File: src/rtl/mips_pkg.sv
`default_nettype none
// ============================================================================
// Package     : mips_pkg
// Description : Shared next-PC select codes and default vectors for the
//               MIPS fetch-stage program counter.
// Revision    : 1.0 - initial release
// ============================================================================
package mips_pkg;

  // Next-PC source select. NPC_HOLD covers the stall case.
  localparam logic [2:0] NPC_SEQ  = 3'd0;
  localparam logic [2:0] NPC_BR   = 3'd1;
  localparam logic [2:0] NPC_RET  = 3'd2;
  localparam logic [2:0] NPC_JR   = 3'd3;
  localparam logic [2:0] NPC_J    = 3'd4;
  localparam logic [2:0] NPC_EXC  = 3'd5;
  localparam logic [2:0] NPC_ERET = 3'd6;
  localparam logic [2:0] NPC_HOLD = 3'd7;

  // Default reset and exception vectors.
  localparam logic [31:0] DEF_RESET_VECTOR = 32'h0000_0000;
  localparam logic [31:0] DEF_EXC_VECTOR   = 32'h0000_0080;

endpackage : mips_pkg
`default_nettype wire

File: src/rtl/pc_unit_if.sv
`default_nettype none
// ============================================================================
// Interface   : pc_unit_if
// Description : Redirect requests from decode/execute control into the PC
//               unit, and the fetch PC / EPC / RAS status coming back.
// Revision    : 1.0 - initial release
// ============================================================================
interface pc_unit_if #(
  parameter int WIDTH = 32
);
  logic             PCWrite;
  logic             BranchTaken;
  logic [WIDTH-1:0] BranchTarget;
  logic             Jump;
  logic [WIDTH-1:0] JumpTarget;
  logic             Call;
  logic             JumpReg;
  logic             Return;
  logic [WIDTH-1:0] JumpRegTarget;
  logic             Exception;
  logic             ERet;
  logic [WIDTH-1:0] PCResult;
  logic [WIDTH-1:0] PCPlus4;
  logic [WIDTH-1:0] EPC;
  logic             RasEmpty;
  logic             RasFull;

  // Control side: issues requests, observes the fetch PC.
  modport master (
    output PCWrite, BranchTaken, BranchTarget, Jump, JumpTarget, Call,
           JumpReg, Return, JumpRegTarget, Exception, ERet,
    input  PCResult, PCPlus4, EPC, RasEmpty, RasFull
  );

  // PC unit side.
  modport slave (
    input  PCWrite, BranchTaken, BranchTarget, Jump, JumpTarget, Call,
           JumpReg, Return, JumpRegTarget, Exception, ERet,
    output PCResult, PCPlus4, EPC, RasEmpty, RasFull
  );
endinterface : pc_unit_if
`default_nettype wire

File: src/rtl/pc_unit_return_stack.sv
`default_nettype none
// ============================================================================
// Module      : return_stack
// Description : Circular return-address LIFO. Push when full overwrites the
//               oldest entry; pop when empty does nothing.
// Revision    : 1.0 - initial release
// ============================================================================
module return_stack #(
  parameter int WIDTH     = 32,
  parameter int RAS_DEPTH = 4
) (
  input  wire logic             clk,
  input  wire logic             rst,
  input  wire logic             push_i,
  input  wire logic             pop_i,
  input  wire logic [WIDTH-1:0] data_i,
  output logic      [WIDTH-1:0] top_o,
  output logic                  empty_o,
  output logic                  full_o
);

  localparam int PTR_W = $clog2(RAS_DEPTH);
  localparam int CNT_W = $clog2(RAS_DEPTH + 1);
  localparam logic [CNT_W-1:0] CNT_MAX = CNT_W'(RAS_DEPTH);

  logic [WIDTH-1:0] mem_q [RAS_DEPTH];
  logic [PTR_W-1:0] ptr_q, ptr_d;
  logic [CNT_W-1:0] cnt_q, cnt_d;

  assign top_o   = mem_q[ptr_q];
  assign empty_o = (cnt_q == '0);
  assign full_o  = (cnt_q == CNT_MAX);

  // Pointer/count next state; the pointer wraps naturally (power-of-two depth).
  always_comb begin
    ptr_d = ptr_q;
    cnt_d = cnt_q;
    if (push_i) begin
      ptr_d = ptr_q + 1'b1;
      if (!full_o) cnt_d = cnt_q + 1'b1;
    end else if (pop_i && !empty_o) begin
      ptr_d = ptr_q - 1'b1;
      cnt_d = cnt_q - 1'b1;
    end
  end

  // Stack storage, pointer and occupancy registers.
  always_ff @(posedge clk or posedge rst) begin
    if (rst) begin
      ptr_q <= '0;
      cnt_q <= '0;
      for (int i = 0; i < RAS_DEPTH; i++) mem_q[i] <= '0;
    end else begin
      ptr_q <= ptr_d;
      cnt_q <= cnt_d;
      if (push_i) mem_q[ptr_d] <= data_i;
    end
  end

endmodule : return_stack
`default_nettype wire

File: src/rtl/pc_unit.sv
`default_nettype none
// ============================================================================
// Module      : pc_unit
// Description : Fetch-stage program counter with prioritised next-PC select,
//               stall gating, EPC capture and a return-address stack.
// Revision    : 1.0 - initial release
// ============================================================================
module pc_unit
  import mips_pkg::*;
#(
  parameter int               WIDTH        = 32,
  parameter logic [WIDTH-1:0] RESET_VECTOR = WIDTH'(DEF_RESET_VECTOR),
  parameter logic [WIDTH-1:0] EXC_VECTOR   = WIDTH'(DEF_EXC_VECTOR),
  parameter int               RAS_DEPTH    = 4
) (
  input wire logic   clk,
  input wire logic   rst,
  pc_unit_if.slave   bus
);

  // Targets are word aligned: low two bits are dropped on every load.
  localparam logic [WIDTH-1:0] ALIGN_MASK = ~WIDTH'(3);

  logic [WIDTH-1:0] pc_q, pc_d;
  logic [WIDTH-1:0] epc_q, epc_d;
  logic [WIDTH-1:0] pc_plus4;
  logic [WIDTH-1:0] ras_top;
  logic             ras_empty, ras_full;
  logic             ras_push, ras_pop;
  logic [2:0]       npc_sel;

  assign pc_plus4 = pc_q + WIDTH'(4);

  // Arbitrate redirect requests; only the winner may touch the RAS.
  always_comb begin
    npc_sel  = NPC_SEQ;
    ras_push = 1'b0;
    ras_pop  = 1'b0;
    if (bus.Exception) begin
      npc_sel = NPC_EXC;
    end else if (bus.ERet) begin
      npc_sel = NPC_ERET;
    end else if (!bus.PCWrite) begin
      npc_sel = NPC_HOLD;
    end else if (bus.BranchTaken) begin
      npc_sel = NPC_BR;
    end else if (bus.Return) begin
      if (!ras_empty) begin
        npc_sel = NPC_RET;
        ras_pop = 1'b1;
      end else begin
        npc_sel = NPC_JR;
      end
    end else if (bus.JumpReg) begin
      npc_sel = NPC_JR;
    end else if (bus.Jump) begin
      npc_sel  = NPC_J;
      ras_push = bus.Call;
    end
  end

  // Next-PC mux and EPC capture.
  always_comb begin
    pc_d  = pc_q;
    epc_d = epc_q;
    case (npc_sel)
      NPC_EXC: begin
        pc_d  = EXC_VECTOR & ALIGN_MASK;
        epc_d = pc_q;
      end
      NPC_ERET: pc_d = epc_q & ALIGN_MASK;
      NPC_BR:   pc_d = bus.BranchTarget & ALIGN_MASK;
      NPC_RET:  pc_d = ras_top & ALIGN_MASK;
      NPC_JR:   pc_d = bus.JumpRegTarget & ALIGN_MASK;
      NPC_J:    pc_d = bus.JumpTarget & ALIGN_MASK;
      NPC_SEQ:  pc_d = pc_plus4;
      default:  pc_d = pc_q;
    endcase
  end

  // PC and EPC registers.
  always_ff @(posedge clk or posedge rst) begin
    if (rst) begin
      pc_q  <= RESET_VECTOR & ALIGN_MASK;
      epc_q <= '0;
    end else begin
      pc_q  <= pc_d;
      epc_q <= epc_d;
    end
  end

  return_stack #(
    .WIDTH     (WIDTH),
    .RAS_DEPTH (RAS_DEPTH)
  ) u_ras (
    .clk     (clk),
    .rst     (rst),
    .push_i  (ras_push),
    .pop_i   (ras_pop),
    .data_i  (pc_plus4),
    .top_o   (ras_top),
    .empty_o (ras_empty),
    .full_o  (ras_full)
  );

  assign bus.PCResult = pc_q;
  assign bus.PCPlus4  = pc_plus4;
  assign bus.EPC      = epc_q;
  assign bus.RasEmpty = ras_empty;
  assign bus.RasFull  = ras_full;

endmodule : pc_unit
`default_nettype wire

File: src/flat_wrapper.sv
// flat-port wrapper written by rule: the top's interface ports become plain ports
module pc_unit_flat import mips_pkg::*;
#(
  parameter int               WIDTH        = 32,
  parameter logic [WIDTH-1:0] RESET_VECTOR = WIDTH'(DEF_RESET_VECTOR),
  parameter logic [WIDTH-1:0] EXC_VECTOR   = WIDTH'(DEF_EXC_VECTOR),
  parameter int               RAS_DEPTH    = 4
)
  (clk, rst, bus_PCWrite, bus_BranchTaken, bus_BranchTarget, bus_Jump, bus_JumpTarget, bus_Call, bus_JumpReg, bus_Return, bus_JumpRegTarget, bus_Exception, bus_ERet, bus_PCResult, bus_PCPlus4, bus_EPC, bus_RasEmpty, bus_RasFull);
  pc_unit_if #(.WIDTH(WIDTH)) bus_i ();
  input wire logic clk;
  input wire logic rst;
  input wire logic [$bits(bus_i.PCWrite)-1:0] bus_PCWrite;
  input wire logic [$bits(bus_i.BranchTaken)-1:0] bus_BranchTaken;
  input wire logic [$bits(bus_i.BranchTarget)-1:0] bus_BranchTarget;
  input wire logic [$bits(bus_i.Jump)-1:0] bus_Jump;
  input wire logic [$bits(bus_i.JumpTarget)-1:0] bus_JumpTarget;
  input wire logic [$bits(bus_i.Call)-1:0] bus_Call;
  input wire logic [$bits(bus_i.JumpReg)-1:0] bus_JumpReg;
  input wire logic [$bits(bus_i.Return)-1:0] bus_Return;
  input wire logic [$bits(bus_i.JumpRegTarget)-1:0] bus_JumpRegTarget;
  input wire logic [$bits(bus_i.Exception)-1:0] bus_Exception;
  input wire logic [$bits(bus_i.ERet)-1:0] bus_ERet;
  output wire logic [$bits(bus_i.PCResult)-1:0] bus_PCResult;
  output wire logic [$bits(bus_i.PCPlus4)-1:0] bus_PCPlus4;
  output wire logic [$bits(bus_i.EPC)-1:0] bus_EPC;
  output wire logic [$bits(bus_i.RasEmpty)-1:0] bus_RasEmpty;
  output wire logic [$bits(bus_i.RasFull)-1:0] bus_RasFull;
  assign bus_i.PCWrite = bus_PCWrite;
  assign bus_i.BranchTaken = bus_BranchTaken;
  assign bus_i.BranchTarget = bus_BranchTarget;
  assign bus_i.Jump = bus_Jump;
  assign bus_i.JumpTarget = bus_JumpTarget;
  assign bus_i.Call = bus_Call;
  assign bus_i.JumpReg = bus_JumpReg;
  assign bus_i.Return = bus_Return;
  assign bus_i.JumpRegTarget = bus_JumpRegTarget;
  assign bus_i.Exception = bus_Exception;
  assign bus_i.ERet = bus_ERet;
  assign bus_PCResult = bus_i.PCResult;
  assign bus_PCPlus4 = bus_i.PCPlus4;
  assign bus_EPC = bus_i.EPC;
  assign bus_RasEmpty = bus_i.RasEmpty;
  assign bus_RasFull = bus_i.RasFull;
  pc_unit #(.WIDTH(WIDTH), .RESET_VECTOR(RESET_VECTOR), .EXC_VECTOR(EXC_VECTOR), .RAS_DEPTH(RAS_DEPTH)) u_core (.clk(clk), .rst(rst), .bus(bus_i));
endmodule
File: config.mk
export PLATFORM = sky130hd
export DESIGN_NAME = pc_unit_flat
export DESIGN_NICKNAME = d
export VERILOG_FILES = /design/src/rtl/mips_pkg.sv /design/src/rtl/pc_unit_if.sv /design/src/rtl/pc_unit_return_stack.sv /design/src/rtl/pc_unit.sv /design/src/flat_wrapper.sv
export SDC_FILE = /design/constraint.sdc
export NUM_CORES = 1
export LEC_CHECK = 0
export ABC_AREA = 1
export CORE_ASPECT_RATIO = 0.8
export CORE_UTILIZATION = 50
export CTS_CLUSTER_SIZE = 8
export DETAILED_ROUTE_END_ITERATION = 6
export GPL_TIMING_DRIVEN = 0
export PLACE_DENSITY = 0.77
export SETUP_SLACK_MARGIN = 0.4
export SKIP_CTS_REPAIR_TIMING = 1
export SLEW_MARGIN = 20
export SYNTH_ARGS = -nofsm -noshare
export SYNTH_HDL_FRONTEND = slang
export SYNTH_SLANG_ARGS = --single-unit
File: constraint.sdc
create_clock -name clk -period 8.5 [get_ports clk]
set_clock_uncertainty 0.15 [all_clocks]
set_input_delay 1.7 -clock clk [delete_from_list [all_inputs] [get_ports clk]]
set_output_delay 1.7 -clock clk [all_outputs]
set_load 0.02 [all_outputs]
# After elaboration in Yosys (flattened, before gate mapping)

Index checks and enable logic that the tools add are counted.

Add/sub/neg operators: 5
$lt $le $gt $ge: 3
Equality and inequality tests: 8
Multiplexer cells: 33
Bitwise logic cells: 2
Reduce and logical (&&, ||, !) cells: 8

Operator list:

| operator                | number |
|---|---|
| $pmux W32 S7            | 1 |
| $bwmux W128             | 1 |
| $mux W32                | 3 |
| $bmux W32 S2            | 1 |
| $demux W32 S2           | 1 |
| $add A32 B3 Y32 const B | 1 |
| $mux W3                 | 10 |
| $mux W1                 | 14 |
| $eq A3 B3 Y1 const B    | 4 |
| $reduce_bool A7 Y1      | 1 |
| $eq A3 B2 Y1 const B    | 2 |
| $ge A3 B3 Y1 const B    | 2 |
| $logic_not A3 Y1        | 2 |
| $not A2 Y3              | 2 |
| $mux W2                 | 2 |
| $add A3 B1 Y3 const B   | 1 |
| $eq A3 B1 Y1 const B    | 1 |
| $lt A3 B1 Y1 const B    | 1 |
| $sub A3 B1 Y3 const B   | 1 |
| $add A2 B1 Y2 const B   | 1 |
| $logic_and A1 B1 Y1     | 2 |
| $ne A2 B2 Y1 const B    | 1 |
| $reduce_and A2 Y1       | 1 |
| $reduce_bool A2 Y1      | 1 |
| other kinds (2)         | 2 |

Bits in registers: 197
Input bits: 106
Output and inout bits: 98
Word-level logic and storage cells: 67

# Depth between registers and ports, before layout

Depth in word-level cells: 16
Depth in mapped cells: 16
Gate-level depth less buffers: 14

# Hierarchy

From an unflattened synthesis, not the netlist that was laid out.

Cells, all modules: 1459
Area, all modules: 10615.2 µm²

Modules (own cells, without submodules):

| module       | instances | cells each | area each (µm²) | seq. area each (µm²) |
|---|---|---|---|---|
| return_stack | 1         | 674        | 5789.3          | 3328.2 |
| pc_unit      | 1         | 785        | 4825.9          | 1501.4 |

# Least setup slack after synthesis

OpenSTA, ideal clock, no wires.

Path type: in2reg
From: input port bus_Return
To: register u_core.pc_q[15] (netlist: u_core.bus.PCResult[15])
Setup time: 0.066 ns
Arrival: 3.343 ns
Required time: 8.284 ns
Setup slack: 4.941 ns
Stages: 16
Path buffers: 2
Cell sequence: inv_1 > nor2_1 > o211ai_1 > a21oi_1 > inv_1 > ha_1 > buf_1 > inv_1 > nor2_4 > buf_2 > nand2_1 > nand2_1 > inv_1 > nand3_1 > nand2_1 > nand2_1

Word-level cells in the longest chain between the ends: 7
Elaborated cells between the ends (all ways): 14
Those cells by class: eq/ne (6); mux (6); reduce/logical (2)

Ends and longest elaborated chain:

| what                                                      | RTL line           | source |
|---|---|---|
| start: declaration                                        | flat_wrapper.sv:20 | `input wire logic [$bits(bus_i.Return)-1:0] bus_Return;` |
| $mux W3 (*)                                               | pc_unit.sv:47      | `end else if (bus.Return) begin` |
| $mux W3 (*)                                               | pc_unit.sv:45      | `end else if (bus.BranchTaken) begin` |
| $mux W3 (*)                                               | pc_unit.sv:43      | `end else if (!bus.PCWrite) begin` |
| $mux W3 (*)                                               | pc_unit.sv:41      | `end else if (bus.ERet) begin` |
| $mux W3 (*)                                               | pc_unit.sv:39      | `if (bus.Exception) begin` |
| $eq A3 B3 Y1 (tied with other cells)                      | pc_unit.sv:66      | `case (npc_sel)` |
| $pmux W32 S7 / $reduce_bool A7 Y1 (equally long branches) | -                  |  |
| end signal: assignment                                    | pc_unit.sv:84      | `pc_q <= RESET_VECTOR & ALIGN_MASK;` |
| end signal: assignment                                    | pc_unit.sv:87      | `pc_q <= pc_d;` |
| end: declaration                                          | pc_unit.sv:24      | `logic [WIDTH-1:0] pc_q, pc_d;` |

Mark *: on every way between the ends. The rest lies on a longest branch, timed or not.
A chain may end at the register's enable or synchronous reset.

# Worst setup path in the final report

From: register u_core.pc_q[3] (netlist: u_core.bus.PCResult[3])
To: output port bus_PCPlus4[14]

Word-level cells in the longest chain between the ends: 1

Ends and longest elaborated chain:

| what             | RTL line           | source |
|---|---|---|
| $add A32 B3 Y32  | pc_unit.sv:32      | `assign pc_plus4 = pc_q + WIDTH'(4);` |
| end: declaration | flat_wrapper.sv:25 | `output wire logic [$bits(bus_i.PCPlus4)-1:0] bus_PCPlus4;` |

No other way between the ends.

==> impl_metrics.csv <==
group,metric,value,unit
timing,slew_headroom,42.9,%
synth,synth.area.top_cells,"dfrtp_1 44%, nand2_1 22%, nand3_1 7.5%, o21ai_0 6.8%, nor2_1 4.5%",
floorplanning,die-area,0.0217,mm²
synth,ys_seq_elements,185,
timing,setup_violations,0,
cts,cts-root-buf,"clkbuf_16",
synth,synthFlopType,"dfrtp_1",
timing,maxSlewViolCount,0,
timing,hold_violations,0,
synth,async_flop_share,100,%
floorplanning,start_util,51.0,%
synth,yosys_warnings,0,
power_and_ir_drop,peakVddDrop,0.159,mV
critical_path,critPathMaxFanout,6,
synth,synth_cell_types,37,
synth,synth_top_area_share,43.8,%
flow_run,maxCapViolCount,0,
critical_path,crit_chain,"ha_1, nand2_1, nor2_1, nand2_1, o21ai_0, nand2_1, inv_1, clkdlybuf4s50_1",
floorplanning,fp.dieW,164,µm
grt,grt_use_total,39.9,%
cts,h-tree-depth,4,
cts,insertion_delay,0.45,ns
synth,synth-edff-count,0,
critical_path,r2r_end,"u_core.bus.PCResult[2]",
floorplanning,rows,47,
grt,antenna_found_initial,2,
detailed_routing,detail-route-antenna-nets,0,
critical_path,criticalPathCategory,"reg -> out",
place,post-place-ws,3.43,ns
critical_path,crit_slowest_cell,"clkdlybuf4s50_1",
timing,rsz0062_at_grt,"no",
critical_path,ff2ff_setup_slack,4.90,ns
synth,yosysMostFrequentCell,"nand2_1",
place,hpwlAfterDp,31.9,mm
place,port_buffers,191,
power_and_ir_drop,cellLeakagePower,6.29,nW
timing,layout_setup_ws,3.30,ns
timing,min_period_over_period,61.2,%
critical_path,crit_path_end,"bus_PCPlus4[14]",
floorplanning,core,0.0207,mm²
grt,first_global_vias,10848,
grt,grt-ovfl-total,0,
timing,fin_crit,5.20,ns
floorplanning,ios,204,
run_status,status,"finished, final reports clean",
timing,hold_slack,0.341,ns
detailed_routing,via_per_inst,5.77,
min_path,hold_class,"reg -> reg",
finish,final_layout_size_suffix_gt1_share,5.62,%
finish,fin_nets,1878,
cts,clockBufferDepth,2,
timing,worst_slew_pin_slew,0.857,ns
synth,syn-instance-count,1549,
synth,ys_seq_area_share,43.8,%
critical_path,cp_num_cells,8,
critical_path,worst_setup_path_end_kind,"output pin",
timing,fmax,0.192,GHz
floorplanning,die-height,132,µm
detailed_routing,first_pass_iters,6,
cts,cts_buffers,17,
place,place.gp.congestion,1.05,
critical_path,crit_arrival,3.35,ns
critical_path,regToRegStartpoint,"u_core.u_ras.cnt_q[0]",
critical_path,cp.required,6.65,ns
critical_path,start_kind,"flop",
critical_path,cpMostUsedCell,"nand2_1",
place,dpl_cell_area,0.0129,mm²
synth,netlist.top_cell.by_area,"dfrtp_1",
synth,synth_area_per_cell,6.82,µm²
critical_path,startpoint,"u_core.bus.PCResult[3]",
detailed_routing,num_vias,11807,
critical_path,slowest_delay,0.61,ns
finish,post-route-util,65.2,%
cts,path_clk_slew,0.08,ns
grt,grt_pass1_wl,63.8,mm
power_and_ir_drop,power-per-cell-area,183,mW/mm²
critical_path,rr_worst_depth,16,
cts,cts_tree,"built",
cts,cts_sinks,185,
detailed_routing,wl,42.7,mm
detailed_routing,drc,0,
synth,yosys-top-cells-count,"612 x nand2_1, 185 x dfrtp_1, 159 x nand3_1",
grt,grt_start_max_net_pins,96,
detailed_routing,avgRoutedWirePerCell,20.8,µm
critical_path,cp_top_family,"simple AND/OR/NAND/NOR gates",
finish,n_antenna_cell,0,
synth,syn_area,0.0106,mm²
finish,layout-area-overhead-vs-synth,27.8,%
critical_path,crit_buf_inv,2,
detailed_routing,drtIter0Drc,1487,
finish,fin_area,0.0135,mm²
-- state kept, by name, indices dropped and copies added, names as in the netlist --
name,count
u_core.bus.EPC,30
u_core.u_ras.cnt_q,3
u_core.u_ras.mem_q,120
u_core.u_ras.ptr_q,2
u_core.bus.PCResult,30
-- worst min-delay path: stages (launching register included) --
cell and delay [ns]:
dfrtp_1 0.35, nand2_1 0.05, o21ai_0 0.06
-- how the worst min path moves through the flow --
| stage | startpoint | endpoint | slack (ns) | cells after the start |
|---|---|---|---|---|
| global placement | u_core.u_ras.mem_q[86] | u_core.u_ras.mem_q[86] | 0.31 | 2 |
| floorplan | u_core.u_ras.mem_q[71] | u_core.u_ras.mem_q[71] | 0.30 | 2 |
| global route | u_core.u_ras.mem_q[100] | u_core.u_ras.mem_q[100] | 0.35 | 2 |
| CTS | u_core.u_ras.mem_q[86] | u_core.u_ras.mem_q[86] | 0.34 | 2 |
| finish | u_core.u_ras.mem_q[69] | u_core.u_ras.mem_q[69] | 0.34 | 2 |
| detailed placement | u_core.u_ras.mem_q[86] | u_core.u_ras.mem_q[86] | 0.32 | 2 |
-- per-stage QoR --
step           TNS [ns]  instances  power [W]
5_1_grt               0       2048    0.00255
3_3_place_gp    -178.09       2014    0.00162
3_5_place_dp          0       2016    0.00163
4_1_cts               0       2048    0.00244
6_report              0       2048    0.00247
2_1_floorplan         0       1554    0.00133
-- area by class of cell --
type | count | area (µm²)
sequential | 185 | 4630
multi-input combinational | 1155 | 5050
buffer | 91 | 439
timing repair buffer | 193 | 1970
fill | 1854 | 7200
inverter | 123 | 469
clock buffer | 17 | 425
tap | 269 | 337
clock inverter | 15 | 180
-- cell usage in the layout (no fill, tap or decap), types with 7 or more instances in the layout --
cell type,synthesis,layout
nand2_1,612,612
clkdlybuf4s50_1,0,191
dfrtp_1,185,185
nand3_1,159,159
o21ai_0,144,144
nor2_1,126,126
inv_1,116,115
clkbuf_1,31,31
buf_2,30,30
o21ai_1,30,30
nand4_1,23,23
buf_1,18,18
clkbuf_16,0,17
a21oi_1,13,13
buf_4,8,8
inv_8,0,7
-- power breakdown --
part,switching (W),total (W),internal [W]
clock network,0.000409,0.000834,0.000424
registers,0.0000365,0.000948,0.000912
logic,0.000478,0.000688,0.000210
total,0.000923,0.00247,0.00155
-- layer usage --
| layer | GRT usage, % | vias up | wire, µm |
|---|---|---|---|
| met1 | 56.9 | 5483 | 16900 |
| met3 | 11.9 | 116 | 6190 |
| met5 | 0 | - | 10 |
| met4 | 14.5 | 2 | 1510 |
| li1 | - | 5319 | - |
| met2 | 57.2 | 887 | 18000 |
-- logic make-up after synthesis --
group           Yosys count  synth area share (%)
compound gates          194                  9.35
buf+inv                 214                  8.53
simple gates            941                  36.8
fa+ha+maj                 6                 0.782
xor+xnor                  6                 0.498
other cells               1                0.0355
flops                   185                  43.8
mux                       2                 0.201
Power figures use the tool's default switching activity.
